==> src/rtl/mipi_csi_packet_sequencer_if.sv <==
// Bus bundle between the 2-lane CSI-2 deserializer/framebuffer writer and the packet sequencer.
// The master drives lane bytes; the slave (sequencer) drives strobes, pixel writes and counters.
interface mipi_csi_packet_sequencer_if #(
    parameter int ADDR_W = 25
);
    logic              hs_valid;
    logic [7:0]        lane0_byte;
    logic [7:0]        lane1_byte;
    logic              frame_start;
    logic              frame_end;
    logic              line_start;
    logic [15:0]       pix_data;
    logic [1:0]        pix_be;
    logic              pix_valid;
    logic [ADDR_W-1:0] wr_addr;
    logic [15:0]       line_cnt;
    logic              pkt_abort;
    logic              ecc_err;

    modport master (
        output hs_valid, lane0_byte, lane1_byte,
        input  frame_start, frame_end, line_start, pix_data, pix_be, pix_valid,
               wr_addr, line_cnt, pkt_abort, ecc_err
    );

    modport slave (
        input  hs_valid, lane0_byte, lane1_byte,
        output frame_start, frame_end, line_start, pix_data, pix_be, pix_valid,
               wr_addr, line_cnt, pkt_abort, ecc_err
    );
endinterface

==> src/rtl/mipi_csi_packet_sequencer.sv <==
// CSI-2 2-lane byte-clock packet sequencer: sync search, header decode, RAW8 payload writes.
// Optional header ECC check enabled by defining MIPI_HDR_ECC_CHECK_EN.
module mipi_csi_packet_sequencer #(
    parameter int         ADDR_W   = 25,
    parameter int         MAX_WC   = 4096,
    parameter logic [5:0] DT_PIXEL = 6'h2A
) (
    input  logic                         byte_clk,
    input  logic                         reset,
    mipi_csi_packet_sequencer_if.slave   bus
);
    localparam logic [16:0] WC_LIMIT = 17'(MAX_WC);
    localparam logic [7:0]  SYNC     = 8'hB8;

    typedef enum logic [2:0] {
        S_IDLE, S_PH0, S_PH1, S_DECODE, S_PAYLOAD, S_FOOTER
    } state_t;

    state_t            state, state_nxt;
    logic [5:0]        dt_q;
    logic [15:0]       wc_q;
    logic [15:0]       rem_q;
    logic              pix_pkt_q;
    logic [ADDR_W-1:0] addr_q;
    logic              hdr_ok;
    logic              take2;
    logic              fs_nxt, fe_nxt, ls_nxt, err_nxt, abort_nxt, wr_nxt;

    // CSI-2 header ECC: each parity bit is the XOR of a fixed subset of the 24 header bits.
    function automatic logic [5:0] hdr_ecc(input logic [23:0] d);
        logic [5:0] p;
        p[0] = ^(d & 24'hF12CB7);
        p[1] = ^(d & 24'hF2555B);
        p[2] = ^(d & 24'h749A6D);
        p[3] = ^(d & 24'hB8E38E);
        p[4] = ^(d & 24'hDF03F0);
        p[5] = ^(d & 24'hEFFC00);
        return p;
    endfunction

`ifdef MIPI_HDR_ECC_CHECK_EN
    logic [1:0] vc_q;
    logic [7:0] ecc_q;

    always_ff @(posedge byte_clk or posedge reset) begin
        if (reset) begin
            vc_q  <= '0;
            ecc_q <= '0;
        end else begin
            if (state == S_PH0 && bus.hs_valid) vc_q  <= bus.lane0_byte[7:6];
            if (state == S_PH1 && bus.hs_valid) ecc_q <= bus.lane1_byte;
        end
    end

    assign hdr_ok = (ecc_q[7:6] == 2'b00) && (ecc_q[5:0] == hdr_ecc({wc_q, vc_q, dt_q}));
`else
    assign hdr_ok = 1'b1;
`endif

    assign take2 = (rem_q >= 16'd2);

    always_ff @(posedge byte_clk or posedge reset) begin
        if (reset) state <= S_IDLE;
        else       state <= state_nxt;
    end

    // DECODE acts on the latched header only, so it ignores hs_valid as well as the lane bytes.
    always_comb begin
        state_nxt = state;
        fs_nxt    = 1'b0;
        fe_nxt    = 1'b0;
        ls_nxt    = 1'b0;
        err_nxt   = 1'b0;
        abort_nxt = 1'b0;
        wr_nxt    = 1'b0;
        case (state)
            S_IDLE: begin
                if (bus.hs_valid && bus.lane0_byte == SYNC && bus.lane1_byte == SYNC)
                    state_nxt = S_PH0;
            end
            S_PH0, S_PH1, S_PAYLOAD, S_FOOTER: begin
                if (!bus.hs_valid) begin
                    state_nxt = S_IDLE;
                    abort_nxt = 1'b1;
                end else begin
                    case (state)
                        S_PH0:     state_nxt = S_PH1;
                        S_PH1:     state_nxt = S_DECODE;
                        S_PAYLOAD: begin
                            wr_nxt = pix_pkt_q;
                            if (!(rem_q > 16'd2)) state_nxt = S_FOOTER;
                        end
                        default:   state_nxt = S_IDLE;
                    endcase
                end
            end
            S_DECODE: begin
                state_nxt = S_IDLE;
                if (!hdr_ok) begin
                    err_nxt = 1'b1;
                end else if (dt_q < 6'h10) begin
                    fs_nxt = (dt_q == 6'h00);
                    fe_nxt = (dt_q == 6'h01);
                end else if ({1'b0, wc_q} > WC_LIMIT) begin
                    err_nxt = 1'b1;
                end else begin
                    ls_nxt    = (dt_q == DT_PIXEL);
                    state_nxt = (wc_q == 16'd0) ? S_FOOTER : S_PAYLOAD;
                end
            end
            default: state_nxt = S_IDLE;
        endcase
    end

    // Output stage: every strobe and the pixel write are registered one cycle after their decision.
    always_ff @(posedge byte_clk or posedge reset) begin
        if (reset) begin
            dt_q            <= '0;
            wc_q            <= '0;
            rem_q           <= '0;
            pix_pkt_q       <= 1'b0;
            addr_q          <= '0;
            bus.frame_start <= 1'b0;
            bus.frame_end   <= 1'b0;
            bus.line_start  <= 1'b0;
            bus.pix_data    <= '0;
            bus.pix_be      <= '0;
            bus.pix_valid   <= 1'b0;
            bus.wr_addr     <= '0;
            bus.line_cnt    <= '0;
            bus.pkt_abort   <= 1'b0;
            bus.ecc_err     <= 1'b0;
        end else begin
            bus.frame_start <= fs_nxt;
            bus.frame_end   <= fe_nxt;
            bus.line_start  <= ls_nxt;
            bus.pkt_abort   <= abort_nxt;
            bus.ecc_err     <= err_nxt;
            bus.pix_valid   <= wr_nxt;
            if (state == S_PH0 && bus.hs_valid) begin
                dt_q      <= bus.lane0_byte[5:0];
                wc_q[7:0] <= bus.lane1_byte;
            end
            if (state == S_PH1 && bus.hs_valid) wc_q[15:8] <= bus.lane0_byte;
            if (state == S_DECODE) begin
                rem_q     <= wc_q;
                pix_pkt_q <= (dt_q == DT_PIXEL);
            end
            if (state == S_PAYLOAD && bus.hs_valid)
                rem_q <= take2 ? rem_q - 16'd2 : rem_q - 16'd1;
            // wr_addr trails the running pointer by one cycle so a write shows its own start address.
            if (wr_nxt) begin
                bus.pix_data <= {take2 ? bus.lane1_byte : 8'h00, bus.lane0_byte};
                bus.pix_be   <= take2 ? 2'b11 : 2'b01;
                addr_q       <= addr_q + (take2 ? ADDR_W'(2) : ADDR_W'(1));
            end
            bus.wr_addr <= fs_nxt ? '0 : addr_q;
            if (fs_nxt) begin
                addr_q       <= '0;
                bus.line_cnt <= '0;
            end else if (ls_nxt) begin
                bus.line_cnt <= bus.line_cnt + 16'd1;
            end
        end
    end
endmodule

==> src/flat_wrapper.sv <==
// flat-port wrapper written by rule: the top's interface ports become plain ports
module mipi_csi_packet_sequencer_flat 
#(
    parameter int         ADDR_W   = 25,
    parameter int         MAX_WC   = 4096,
    parameter logic [5:0] DT_PIXEL = 6'h2A
)
  (byte_clk, reset, bus_hs_valid, bus_lane0_byte, bus_lane1_byte, bus_frame_start, bus_frame_end, bus_line_start, bus_pix_data, bus_pix_be, bus_pix_valid, bus_wr_addr, bus_line_cnt, bus_pkt_abort, bus_ecc_err);
  mipi_csi_packet_sequencer_if #(.ADDR_W(ADDR_W)) bus_i ();
  input  logic byte_clk;
  input  logic reset;
  input wire logic [$bits(bus_i.hs_valid)-1:0] bus_hs_valid;
  input wire logic [$bits(bus_i.lane0_byte)-1:0] bus_lane0_byte;
  input wire logic [$bits(bus_i.lane1_byte)-1:0] bus_lane1_byte;
  output wire logic [$bits(bus_i.frame_start)-1:0] bus_frame_start;
  output wire logic [$bits(bus_i.frame_end)-1:0] bus_frame_end;
  output wire logic [$bits(bus_i.line_start)-1:0] bus_line_start;
  output wire logic [$bits(bus_i.pix_data)-1:0] bus_pix_data;
  output wire logic [$bits(bus_i.pix_be)-1:0] bus_pix_be;
  output wire logic [$bits(bus_i.pix_valid)-1:0] bus_pix_valid;
  output wire logic [$bits(bus_i.wr_addr)-1:0] bus_wr_addr;
  output wire logic [$bits(bus_i.line_cnt)-1:0] bus_line_cnt;
  output wire logic [$bits(bus_i.pkt_abort)-1:0] bus_pkt_abort;
  output wire logic [$bits(bus_i.ecc_err)-1:0] bus_ecc_err;
  assign bus_i.hs_valid = bus_hs_valid;
  assign bus_i.lane0_byte = bus_lane0_byte;
  assign bus_i.lane1_byte = bus_lane1_byte;
  assign bus_frame_start = bus_i.frame_start;
  assign bus_frame_end = bus_i.frame_end;
  assign bus_line_start = bus_i.line_start;
  assign bus_pix_data = bus_i.pix_data;
  assign bus_pix_be = bus_i.pix_be;
  assign bus_pix_valid = bus_i.pix_valid;
  assign bus_wr_addr = bus_i.wr_addr;
  assign bus_line_cnt = bus_i.line_cnt;
  assign bus_pkt_abort = bus_i.pkt_abort;
  assign bus_ecc_err = bus_i.ecc_err;
  mipi_csi_packet_sequencer #(.ADDR_W(ADDR_W), .MAX_WC(MAX_WC), .DT_PIXEL(DT_PIXEL)) u_core (.byte_clk(byte_clk), .reset(reset), .bus(bus_i));
endmodule
==> config.mk <==
export PLATFORM = sky130hd
export DESIGN_NAME = mipi_csi_packet_sequencer_flat
export DESIGN_NICKNAME = d
export VERILOG_FILES = /design/src/rtl/mipi_csi_packet_sequencer_if.sv /design/src/rtl/mipi_csi_packet_sequencer.sv /design/src/flat_wrapper.sv
export SDC_FILE = /design/constraint.sdc
export NUM_CORES = 1
export LEC_CHECK = 0
export BUFFER_PORTS_ARGS = -buffer_cell sky130_fd_sc_hd__buf_2
export CORE_UTILIZATION = 25
export CTS_CLUSTER_SIZE = 14
export DETAILED_ROUTE_END_ITERATION = 7
export PLACE_DENSITY = 0.44
export SLEW_MARGIN = 40
export SYNTH_ARGS = -nofsm -noshare
export SYNTH_HDL_FRONTEND = slang
export SYNTH_SLANG_ARGS = --single-unit
==> constraint.sdc <==
create_clock -name byte_clk -period 5 [get_ports byte_clk]
set_clock_uncertainty 0.2 [all_clocks]
set_input_delay 1 -clock byte_clk [delete_from_list [all_inputs] [get_ports byte_clk]]
set_output_delay 1 -clock byte_clk [all_outputs]
set_load 0.005 [all_outputs]
# Yosys cells after proc, flatten, opt, wreduce, memory -nomap -nowiden
# Index checks and enable logic that the tools add are counted.
[word_totals]
register_bits = 132
wordCells = 83
[classes]
eq_ne = 11
addsub = 4
reduce_logical = 13
n_lt_le_gt_ge = 4
muxes = 34
[ops]
columns = ["op", "n"]
rows = [
  ["$mux 16", 5],
  ["$mux 25", 3],
  ["$add 25x25->25", 1],
  ["$pmux 3 s3", 2],
  ["$add 16x1->16 const B", 1],
  ["$eq 8x8->1 const B", 2],
  ["$ge 16x2->1 const B", 1],
  ["$gt 16x13->1 const B", 1],
  ["$gt 16x2->1 const B", 1],
  ["$logic_not 16->1", 1],
  ["$mux 1", 16],
  ["$sub 16x1->16 const B", 1],
  ["$sub 16x2->16 const B", 1],
  ["$mux 3", 5],
  ["$mux 8", 1],
  ["$eq 3x2->1 const B", 2],
  ["$eq 3x3->1 const B", 2],
  ["$eq 6x1->1 const B", 1],
  ["$eq 6x6->1 const B", 1],
  ["$logic_not 6->1", 1],
  ["$lt 6x5->1 const B", 1],
  ["$reduce_bool 2->1", 3],
  ["$logic_and 1x1->1", 5],
  ["$mux 2", 2],
  ["other kinds (6)", 6],
]

# Longest topological paths before layout
# Gate-level depths: netlist of run 1.
[depth]
depth_word = 6
depth_mapped = 13

# Worst setup path after synthesis of run 1
# OpenSTA, ideal clock, no wires.
[synth_path]
kind = "reg2reg"
startpoint = "reg u_core.rem_q[6]"
endpoint = "reg u_core.addr_q[19]"
path_buffers = 1
t_required_ps = 4675
path_slack_ps = 1585
stages_incl_launch_ff = 11
t_arrival_ps = 3090
path_cell_list = "dfrtp_1 nor4_1 nand4_1 or2_2 inv_1 clkbuf_1 ha_1 nor2_1 nor2_1 or4b_2 mux2i_1"
[synth_via]
elab_chain_cells = 5
[synth_lines]
columns = ["element", "line", "text"]
rows = [
  ["from (decl)", "mipi_csi_packet_sequencer.sv:22", "logic [15:0] rem_q;"],
  ["from (signal assigned)", "mipi_csi_packet_sequencer.sv:146", "rem_q <= wc_q;"],
  ["from (signal assigned)", "mipi_csi_packet_sequencer.sv:150", "rem_q <= take2 ? rem_q - 16'd2 : rem_q - 16'd1;"],
  ["$ge 16x2->1", "mipi_csi_packet_sequencer.sv:60", "assign take2 = (rem_q >= 16'd2);"],
  ["$mux 2", "mipi_csi_packet_sequencer.sv:155", "addr_q <= addr_q + (take2 ? ADDR_W'(2) : ADDR_W'(1));"],
  ["$add 25x25->25", "mipi_csi_packet_sequencer.sv:155", ""],
  ["$mux 25", "mipi_csi_packet_sequencer.sv:152", "if (wr_nxt) begin"],
  ["$mux 25", "mipi_csi_packet_sequencer.sv:158", "if (fs_nxt) begin"],
  ["to (signal assigned)", "mipi_csi_packet_sequencer.sv:155", ""],
  ["to (decl)", "mipi_csi_packet_sequencer.sv:24", "logic [ADDR_W-1:0] addr_q;"],
]
# No other way between the ends. The select of a mux whose other input is x is not followed.
# A chain may end at the register's enable or synchronous reset.

# Worst setup path after layout of run 1
[layout_path]
startpoint = "reg u_core.rem_q[3]"
endpoint = "reg u_core.addr_q[14]"
# Same word-level chain as after synthesis.

==> metrics.csv, run 1 <==
metric,value,unit
DRT Pass-1 Iters,4,
I/O pin total,84,
clock buffer depth,2,
share of cells above drive strength 1,22.7,%
final setup TNS,0,ns
Filler Cells Inserted,2521,
post_cts resized,0,
total gr overflow,0,
CTS H-tree depth,4,
Hold Crit Class,flop to flop,
fin. max-slew vios,0,
Synth Area in Adders,1.41,%
status,finished clean,
worst slew pin tran,0.761,ns
peak supply drop,0.000193,V
"Seq/Total Area, Yosys",53.3,%
Worst-Skew Late Latency,0.42,ns
leakage power,0.00341,uW
"EDFF count, synth",0,
final period utilization,75.6,%
Layout area overhead,23.6,%
unrepaired setup endpoints after global routing,no,
ANT cells,0,
CTS tree,built,
Final Hold Viols,0,
fraction of registers with async set/reset,100,%
Synth area leader,dfrtp_1,
Cell variety after synth,57,
FF-to-FF Start,u_core.rem_q[3],
DR vias/cell,4.86,
# setup viols final,0,
Fmax,264,MHz
final WL,16.6,mm
TritonCTS Buffers,17,
CP Data Arrival Time,3.92,ns
CTS root buf,clkbuf_16,
first-pass GRT wire length,26.8,mm
PwrDens,491,nW/um^2
synthesis warning total,0,
worst path required time,5.14,ns
Period minus WS final,3.78,ns
syn avg cell area,10.2,sq um
syn nets,636,
pre-CTS setup slack,1.05,ns
WHS Path Cells,1,
HP Start,u_core.bus.pix_be[0],
PortBufs,83,
DRC Markers,0,
vias in the first global route,4939,
slew margin rel.,49.2,%
HPWL after DPL,11.5,mm
drt wl/cell,16.1,microns
Synth area leaders,"dfrtp_1 (53%), nand2_1 (5.9%), mux2i_1 (3.7%)",
Synth Area in Simple Gates,20.7,%
# rows,57,
max_cap viols,0,
largest family of logic cells by synthesized area,simple AND/OR/NAND/NOR gates,
Die X,159,microns
clock transition at the registers of the reported paths,0.06,ns
Core Box Area,24300,sq um
top_reg_cell synth,dfrtp_1,
startpoint types,flop,
Crit. End Element,flop,
final worst slack,1.22,ns
via count,4991,
total track usage,13.6,%
XOR/XNOR Fraction of Synth Area,1.13,%
Synth Cell Area,6200,sq um
number of clock sinks,132,
die height,159,microns
Initial Utilization,25.5,%
Gate Count Post-Synth,610,
crit-path max FO,11,
postcts setup bufs,0,
initial antenna violation count,0,
share of the synthesized area in the top cell type,53.3,%
remaining antenna violation count,0,
compound-gate portion of the synthesized area,11.4,%
die area,25400,sq um
GP Congestion,0.784,
mux share of post-synthesis cell area,7.35,%
Setup CP Type,flop to flop,
R2R cell count,9,
Yosys reg bits,132,
Nets,717,
Initial DRC Count,309,
CP startpoint,u_core.rem_q[3],
hold buffer count at CTS,0,
largest net degree at the start of global routing,69,
final timing paths:
path                                           end  slack (ns)
hold reg to reg               u_core.bus.pix_be[0]        0.27
max in group asynchronous         u_core.rem_q[11]        3.34
setup / recovery                 u_core.addr_q[14]        1.22
min in group asynchronous  u_core.bus.line_cnt[12]        0.46
hold / removal                u_core.bus.pix_be[0]        0.27
setup reg to reg                 u_core.addr_q[14]        1.22
layout make-up:
type	instances	area, sq um	share of cell area, %
clock inverter	12	199	2.60
sequential	132	3300	43.1
tap	324	405	5.29
multi-input combinational	409	2640	34.4
clock buffer	20	467	6.09
inverter	39	151	1.98
timing repair buffer	92	495	6.47
critical path: stages (launching register included):
cell,delay [ns]
dfrtp_1,0.43
nor3_1,0.40
nand3_1,0.38
or2_2,0.45
inv_1,0.30
ha_1,0.38
ha_1,0.52
inv_1,0.11
a211oi_1,0.31
mux2i_1,0.22
kinds of logic (layout without fill, tap and decap cells):
group	count (synthesis)	count (layout)
compound gates	101	101
xor+xnor	8	8
fa+ha+maj	7	7
buf+inv	69	163
flops	132	132
mux	43	43
simple gates	250	250
per-layer routing:
metal  GRT usage, %  up-vias  wire, microns
met5              0        -              0
met4           4.90        0            252
met1           18.0     2464           7820
met2           21.3      146           7700
met3           3.49       23            809
li1               -     2358              -
through the flow:
stage	power [uW]	hold WS, ns	util, %	area, sq um	cells
floorplan	2070	0.242	-	6200	610
global placement	2340	0.252	28.6	6970	996
detailed placement	2370	0.257	28.7	6980	996
CTS	3790	0.273	31.5	7650	1028
global route	3990	0.301	31.5	7660	1028
finish	3760	0.272	31.5	7660	1028
power by group:
group	internal (uW)	switching, uW
Clock	926	478
Sequential	1310	238
Combinational	350	455
sequential cells by signal, summed over array words and instances, names as in the netlist:
signal and flops:
u_core.addr_q 25, u_core.bus.wr_addr 25, u_core.bus.line_cnt 16, u_core.bus.pix_data 16
u_core.rem_q 16, u_core.wc_q 16, u_core.dt_q 6, u_core.state 3
u_core.bus.pix_be 2, u_core.bus.ecc_err 1, u_core.bus.frame_end 1, u_core.bus.frame_start 1
u_core.bus.line_start 1, u_core.bus.pix_valid 1, u_core.bus.pkt_abort 1, u_core.pix_pkt_q 1
cell usage after synthesis (all sizes together), types with 6 or more instances:
library cell / instances
o311ai: 7
or4: 10
a21oi: 12
nand2b: 15
or3: 8
a22oi: 6
inv: 38
nand2: 98
nand4: 11
o2111ai: 6
nor3: 10
a211oi: 8
mux2i: 23
clkbuf: 25
o211ai: 13
nand3: 24
dfrtp: 132
xnor2: 7
nor4: 15
nor2: 30
ha: 7
o31ai: 10
o21ai: 21
mux2: 20
cells in the final DEF, fill, tap and decap left out, types with 5 or more instances in the layout:
cell and instances:
a211oi_1 8, a21oi_1 12, a22oi_1 6, and2_1 5, buf_2 83, buf_4 8
bufinv_16 5, clkbuf_16 17, dfrtp_1 132, ha_1 7, inv_1 37, mux2_2 20
mux2i_1 23, nand2_1 98, nand2b_1 15, nand3_1 24, nand4_1 11, nor2_1 29
nor3_1 9, nor4_1 14, o2111ai_1 6, o211ai_1 13, o21ai_0 20, o311ai_0 7
o31ai_1 10, or2_2 5, or3_1 8, or4_1 8, xnor2_1 7
No activity file was read; power rests on OpenSTA's default activity.
==> inputs of run 2 (changes only) <==
==> constraint.sdc (replaced) <==
create_clock -name byte_clk -period 3.16 [get_ports byte_clk]
set_clock_uncertainty 0.2 [all_clocks]
set_input_delay 0.632 -clock byte_clk [delete_from_list [all_inputs] [get_ports byte_clk]]
set_output_delay 0.632 -clock byte_clk [all_outputs]
set_load 0.005 [all_outputs]
==> run 2 against run 1 <==
Effect of this change:
- register-to-register slack worse by 1.0 ns
- hold slack worse by 0.019 ns
- die area did not move
- first-iteration DRC count grew 17%
- critical endpoint is now u_core.bus.line_cnt[12]
- total power increased by 54%
- count of clock-buffer cells in the layout down 2
==> metrics.csv, run 2 (synthesis results as in run 1) <==
metric,value,unit
status,finished clean,
initial antenna violation count,0,
# setup viols final,0,
clock transition at the registers of the reported paths,0.06,ns
CTS tree,built,
"Design Area, Final",7720,sq um
fin. max-slew vios,0,
GP Congestion,0.813,
"most common cell after layout, fill and taps aside",dfrtp_1,
Initial DRC Count,363,
final period utilization,94.0,%
Final Hold Viols,0,
Die X,159,microns
CTS H-tree depth,4,
final core utilization,31.7,%
worst slew pin tran,0.660,ns
first-pass GRT wire length,28.1,mm
Worst R2R Setup Slack,0.19,ns
Placed Area,7080,sq um
total gr overflow,0,
slew margin rel.,55.6,%
I/O pin total,84,
Worst-Skew Late Latency,0.42,ns
number of clock sinks,132,
leakage power,0.00345,uW
DRC Markers,0,
Period minus WS final,2.97,ns
PwrDens,751,nW/um^2
startpoint types,flop,
PortBufs,83,
FF+latch area,3300,sq um
final setup TNS,0,ns
Fmax,337,MHz
Crit. End Element,flop,
drt wl/cell,16.5,microns
Setup CP Type,flop to flop,
Multi-input gate area,2640,sq um
crit-path max FO,14,
DR vias/cell,4.78,
Tot Pwr,5800,uW
unrepaired setup endpoints after global routing,no,
clock buffer depth,2,
# rows,57,
DRT Pass-1 Iters,5,
Top Registers,"u_core.addr_q (25), u_core.bus.wr_addr (25)",
Core Box Area,24300,sq um
via count,4970,
Hold Crit Class,primary input to flop,
Layout area overhead,24.6,%
max_cap viols,0,
TritonCTS Buffers,17,
CTS root buf,clkbuf_16,
peak supply drop,0.000296,V
Hold Slack,0.253,ns
total track usage,14.1,%
worst path required time,3.28,ns
most frequent cells in the layout,"dfrtp_1 (132), nand2_1 (98), buf_2 (83)",
Initial Utilization,25.5,%
vias in the first global route,5162,
ANT cells,0,
HPWL after DPL,12.1,mm
Nets,730,
die height,159,microns
remaining antenna violation count,0,
CP Data Arrival Time,3.09,ns
share of cells above drive strength 1,23.9,%
largest net degree at the start of global routing,62,
final WL,17.1,mm
Filler Cells Inserted,2510,
die area,25400,sq um
[run 2: cell types whose count changed in the layout (fill, tap and decap cells not counted), moves of 2 or more]
| cell | delta |
|---|---|
| clkinv_4 | +3 |
| bufinv_16 | -2 |
| buf_4 | +10 |
| clkbuf_8 | -2 |
| inv_6 | -2 |
[run 2: final cells by class]
class,count,area share (%)
Clock inverter,12,2.03
Clock buffer,18,5.69
Inverter,39,1.94
Timing Repair Buffer,105,8.13
Multi-Input combinational cell,409,34.2
Sequential cell,132,42.8
Tap cell,324,5.25
[run 2: stage by stage]
| stage | worst slack (ns) | cells |
|---|---|---|
| global placement | 0.259 | 1007 |
| floorplan | 0.0174 | 610 |
| finish | 0.189 | 1039 |
| global route | 0.00966 | 1039 |
| detailed placement | 0.185 | 1007 |
| CTS | 0.172 | 1037 |
[run 2: worst paths after layout]
check	from	to	depth (start not counted)
worst max-delay path	u_core.state[2]	u_core.bus.line_cnt[12]	5
max in group asynchronous	reset	u_core.addr_q[13]	5
worst max register to register	u_core.state[2]	u_core.bus.line_cnt[12]	5
worst min register to register	u_core.bus.pix_be[0]	u_core.bus.pix_be[0]	1
min in group asynchronous	reset	u_core.bus.pix_data[0]	3
worst min-delay path	bus_lane0_byte[6]	u_core.bus.pix_data[6]	3
[run 2: worst max-delay path, cell delays in order (launching register included)]
cell and delay (ns):
dfrtp_1 0.51, nand3b_4 0.29, or4_4 0.61, or4_4 0.60
or4_1 0.50, a21oi_1 0.16
[run 2: routing by layer]
layer	vias to the layer above	share of wire, %	track usage, %
li1	2377	-	-
met1	2441	49	19.2
met2	128	46	21.7
met3	24	3.6	2.79
met4	0	2.0	5.86
met5	-	0	0
[run 2: timing repair]
| action | CTS | global route |
|---|---|---|
| hold buffers | 0 | 1 |
| buffers inserted | 0 | 0 |
| gates resized for setup | 0 | 2 |
| endpoints found under the hold margin | 0 | 10 |
| setup endpoints to repair | 0 | 6 |
[run 2: where the power goes]
part / switching (uW) / total, uW / leakage (uW) / internal, uW
Sequential: 391 / 2460 / 0.00156 / 2070
Clock: 764 / 2020 / 0.000292 / 1250
Combinational: 728 / 1320 / 0.00160 / 591
==> inputs of run 3 (changes only) <==
--- a/config.mk
+++ b/config.mk
@@ -6,6 +6,7 @@
 export NUM_CORES = 1
 export LEC_CHECK = 0
 export BUFFER_PORTS_ARGS = -buffer_cell sky130_fd_sc_hd__buf_2
+export CORE_ASPECT_RATIO = 1.75
 export CORE_UTILIZATION = 25
 export CTS_CLUSTER_SIZE = 14
 export DETAILED_ROUTE_END_ITERATION = 7
==> run 3 against run 2 <==
Effect of this change:
- setup slack gained 0.042 ns
- count of clock-buffer cells in the layout rose by 4
- hold slack lost 0.017 ns
- highest routed layer unchanged
- total power up 3.8%
- die area about the same
- register-to-register slack gained 0.04 ns
- wire length up 3.3%
- core utilization grew 0.62 points
==> metrics.csv, run 3 (synthesis results as in run 1) <==
metric,value,unit
CP Data Arrival Time,3.08,ns
GP Congestion,0.874,
DRT Pass-1 Iters,5,
Hold Slack,0.237,ns
Initial DRC Count,319,
power share of the sequential group,40.7,%
I/O pin total,84,
CTS tree,built,
Comb power frac,22.8,%
HPWL after DPL,13.0,mm
R2R cell count,12,
PortBufs,83,
# rows,75,
"most common cell after layout, fill and taps aside",dfrtp_1,
largest net degree at the start of global routing,39,
CTS H-tree depth,4,
Worst R2R Setup Slack,0.23,ns
Nets,735,
Switching Share,31.7,%
startpoint types,flop,
initial antenna violation count,0,
worst slew pin tran,0.803,ns
crit path max-delay cell type,or4_1,
DR vias/cell,4.96,
Core Box Area,24100,sq um
Pint,4110,uW
remaining antenna violation count,0,
crit-path max FO,7,
final period utilization,92.7,%
Filler Cells Inserted,2494,
number of clock sinks,132,
HP Start,bus_lane0_byte[7],
Slowest Stage Delay on Critical Path,0.41,ns
Clk network pwr share,36.5,%
most frequent cells in the layout,"dfrtp_1 (132), nand2_1 (98), buf_2 (83)",
final worst slack,0.231,ns
critical path's top delay family,simple AND/OR/NAND/NOR gates,
drt wl/cell,17.2,microns
ANT cells,0,
share of cells above drive strength 1,24.5,%
peak supply drop,0.000269,V
slew margin rel.,46.2,%
vias in the first global route,5299,
via count,5106,
die height,210,microns
status,finished clean,
final setup TNS,0,ns
Hold Crit Class,primary input to flop,
total gr overflow,0,
R2R Path End,u_core.addr_q[23],
Multi-input gate area,2640,sq um
Fmax,341,MHz
FF-to-FF Start,u_core.rem_q[0],
CP Depth,12,
# setup viols final,0,
fin. max-slew vios,0,
first-pass GRT wire length,28.5,mm
Period minus WS final,2.93,ns
Final Hold Viols,0,
Tot Pwr,6020,uW
leakage power,0.00350,uW
die area,25400,sq um
FF+latch area,3300,sq um
total track usage,14.8,%
unrepaired setup endpoints after global routing,no,
worst path required time,3.31,ns
Worst-Skew Late Latency,0.42,ns
Crit. End Element,flop,
clock transition at the registers of the reported paths,0.06,ns
WHS Path Cells,3,
PwrDens,771,nW/um^2
pre-CTS setup slack,0.185,ns
Layout area overhead,26.0,%
max_cap viols,0,
TritonCTS Buffers,17,
switching pwr,1910,uW
Hold EP,u_core.bus.pix_data[7],
DRC Markers,0,
Top Registers,"u_core.addr_q (25), u_core.bus.wr_addr (25)",
postcts setup bufs,0,
clock buffer depth,2,
CTS root buf,clkbuf_16,
Initial Utilization,25.7,%
Die X,121,microns
final WL,17.7,mm
Setup CP Type,flop to flop,
CP cell instances,inv_1 -> ha_1 -> nor3_1 -> nand4_1 -> or2_2 -> inv_1 -> ha_2 -> nor2_1 -> nor3_1 -> o21ai_0 -> or4_1 -> a21oi_1,
Worst Path Buf+Inv,2,
==> run 3: final cells by class <==
type | instances | area share (%)
Timing Repair Buffer | 110 | 8.59
Inverter | 39 | 1.92
Clock buffer | 22 | 6.33
Sequential cell | 132 | 42.3
Multi-Input combinational cell | 409 | 33.8
Tap cell | 308 | 4.94
Clock inverter | 10 | 2.13
==> run 3: worst min-delay path, cell delays in order <==
cell and delay, ns:
buf_2 0.10, nand2_1 0.05, nand2_1 0.05
==> run 3: through the flow <==
stage	utilization [%]	std cells	area [sq um]
6_report	32.4	1030	7810
5_1_grt	32.4	1030	7810
4_1_cts	32.2	1028	7770
3_5_place_dp	29.5	996	7110
3_3_place_gp	29.5	996	7110
2_1_floorplan	-	610	6210
==> run 3: repair_timing <==
action | CTS | global route
hold endpoints to repair | 0 | 4
hold buffers | 0 | 1
setup endpoints to repair | 0 | 2
resized for setup | 0 | 1
==> run 3: how the worst max path moves through the flow <==
stage                          from                 to  slack (ns)
floorplan           u_core.rem_q[6]  u_core.addr_q[19]        0.02
global placement    u_core.rem_q[0]  u_core.addr_q[19]        0.16
detailed placement  u_core.rem_q[0]  u_core.addr_q[19]        0.19
CTS                 u_core.rem_q[0]  u_core.addr_q[19]        0.17
global route        u_core.rem_q[0]  u_core.addr_q[23]        0.07
finish              u_core.rem_q[0]  u_core.addr_q[23]        0.23
==> run 3: power groups by stage <==
stage / combinational (uW) / sequential (uW) / clock [uW]
finish: 1370 / 2450 / 2200
global route: 1520 / 2510 / 2320
CTS: 1380 / 2450 / 2270
detailed placement: 1370 / 2480 / 0
global placement: 1340 / 2460 / 0
floorplan: 958 / 2340 / 0
==> run 3: per-layer routing <==
layer | vias to the layer above | wire length (microns) | GRT usage, %
li1 | 2393 | - | -
met1 | 2562 | 6840 | 16.0
met2 | 126 | 9760 | 27.2
met3 | 25 | 625 | 3.11
met4 | 0 | 450 | 6.47
met5 | - | 0 | 0
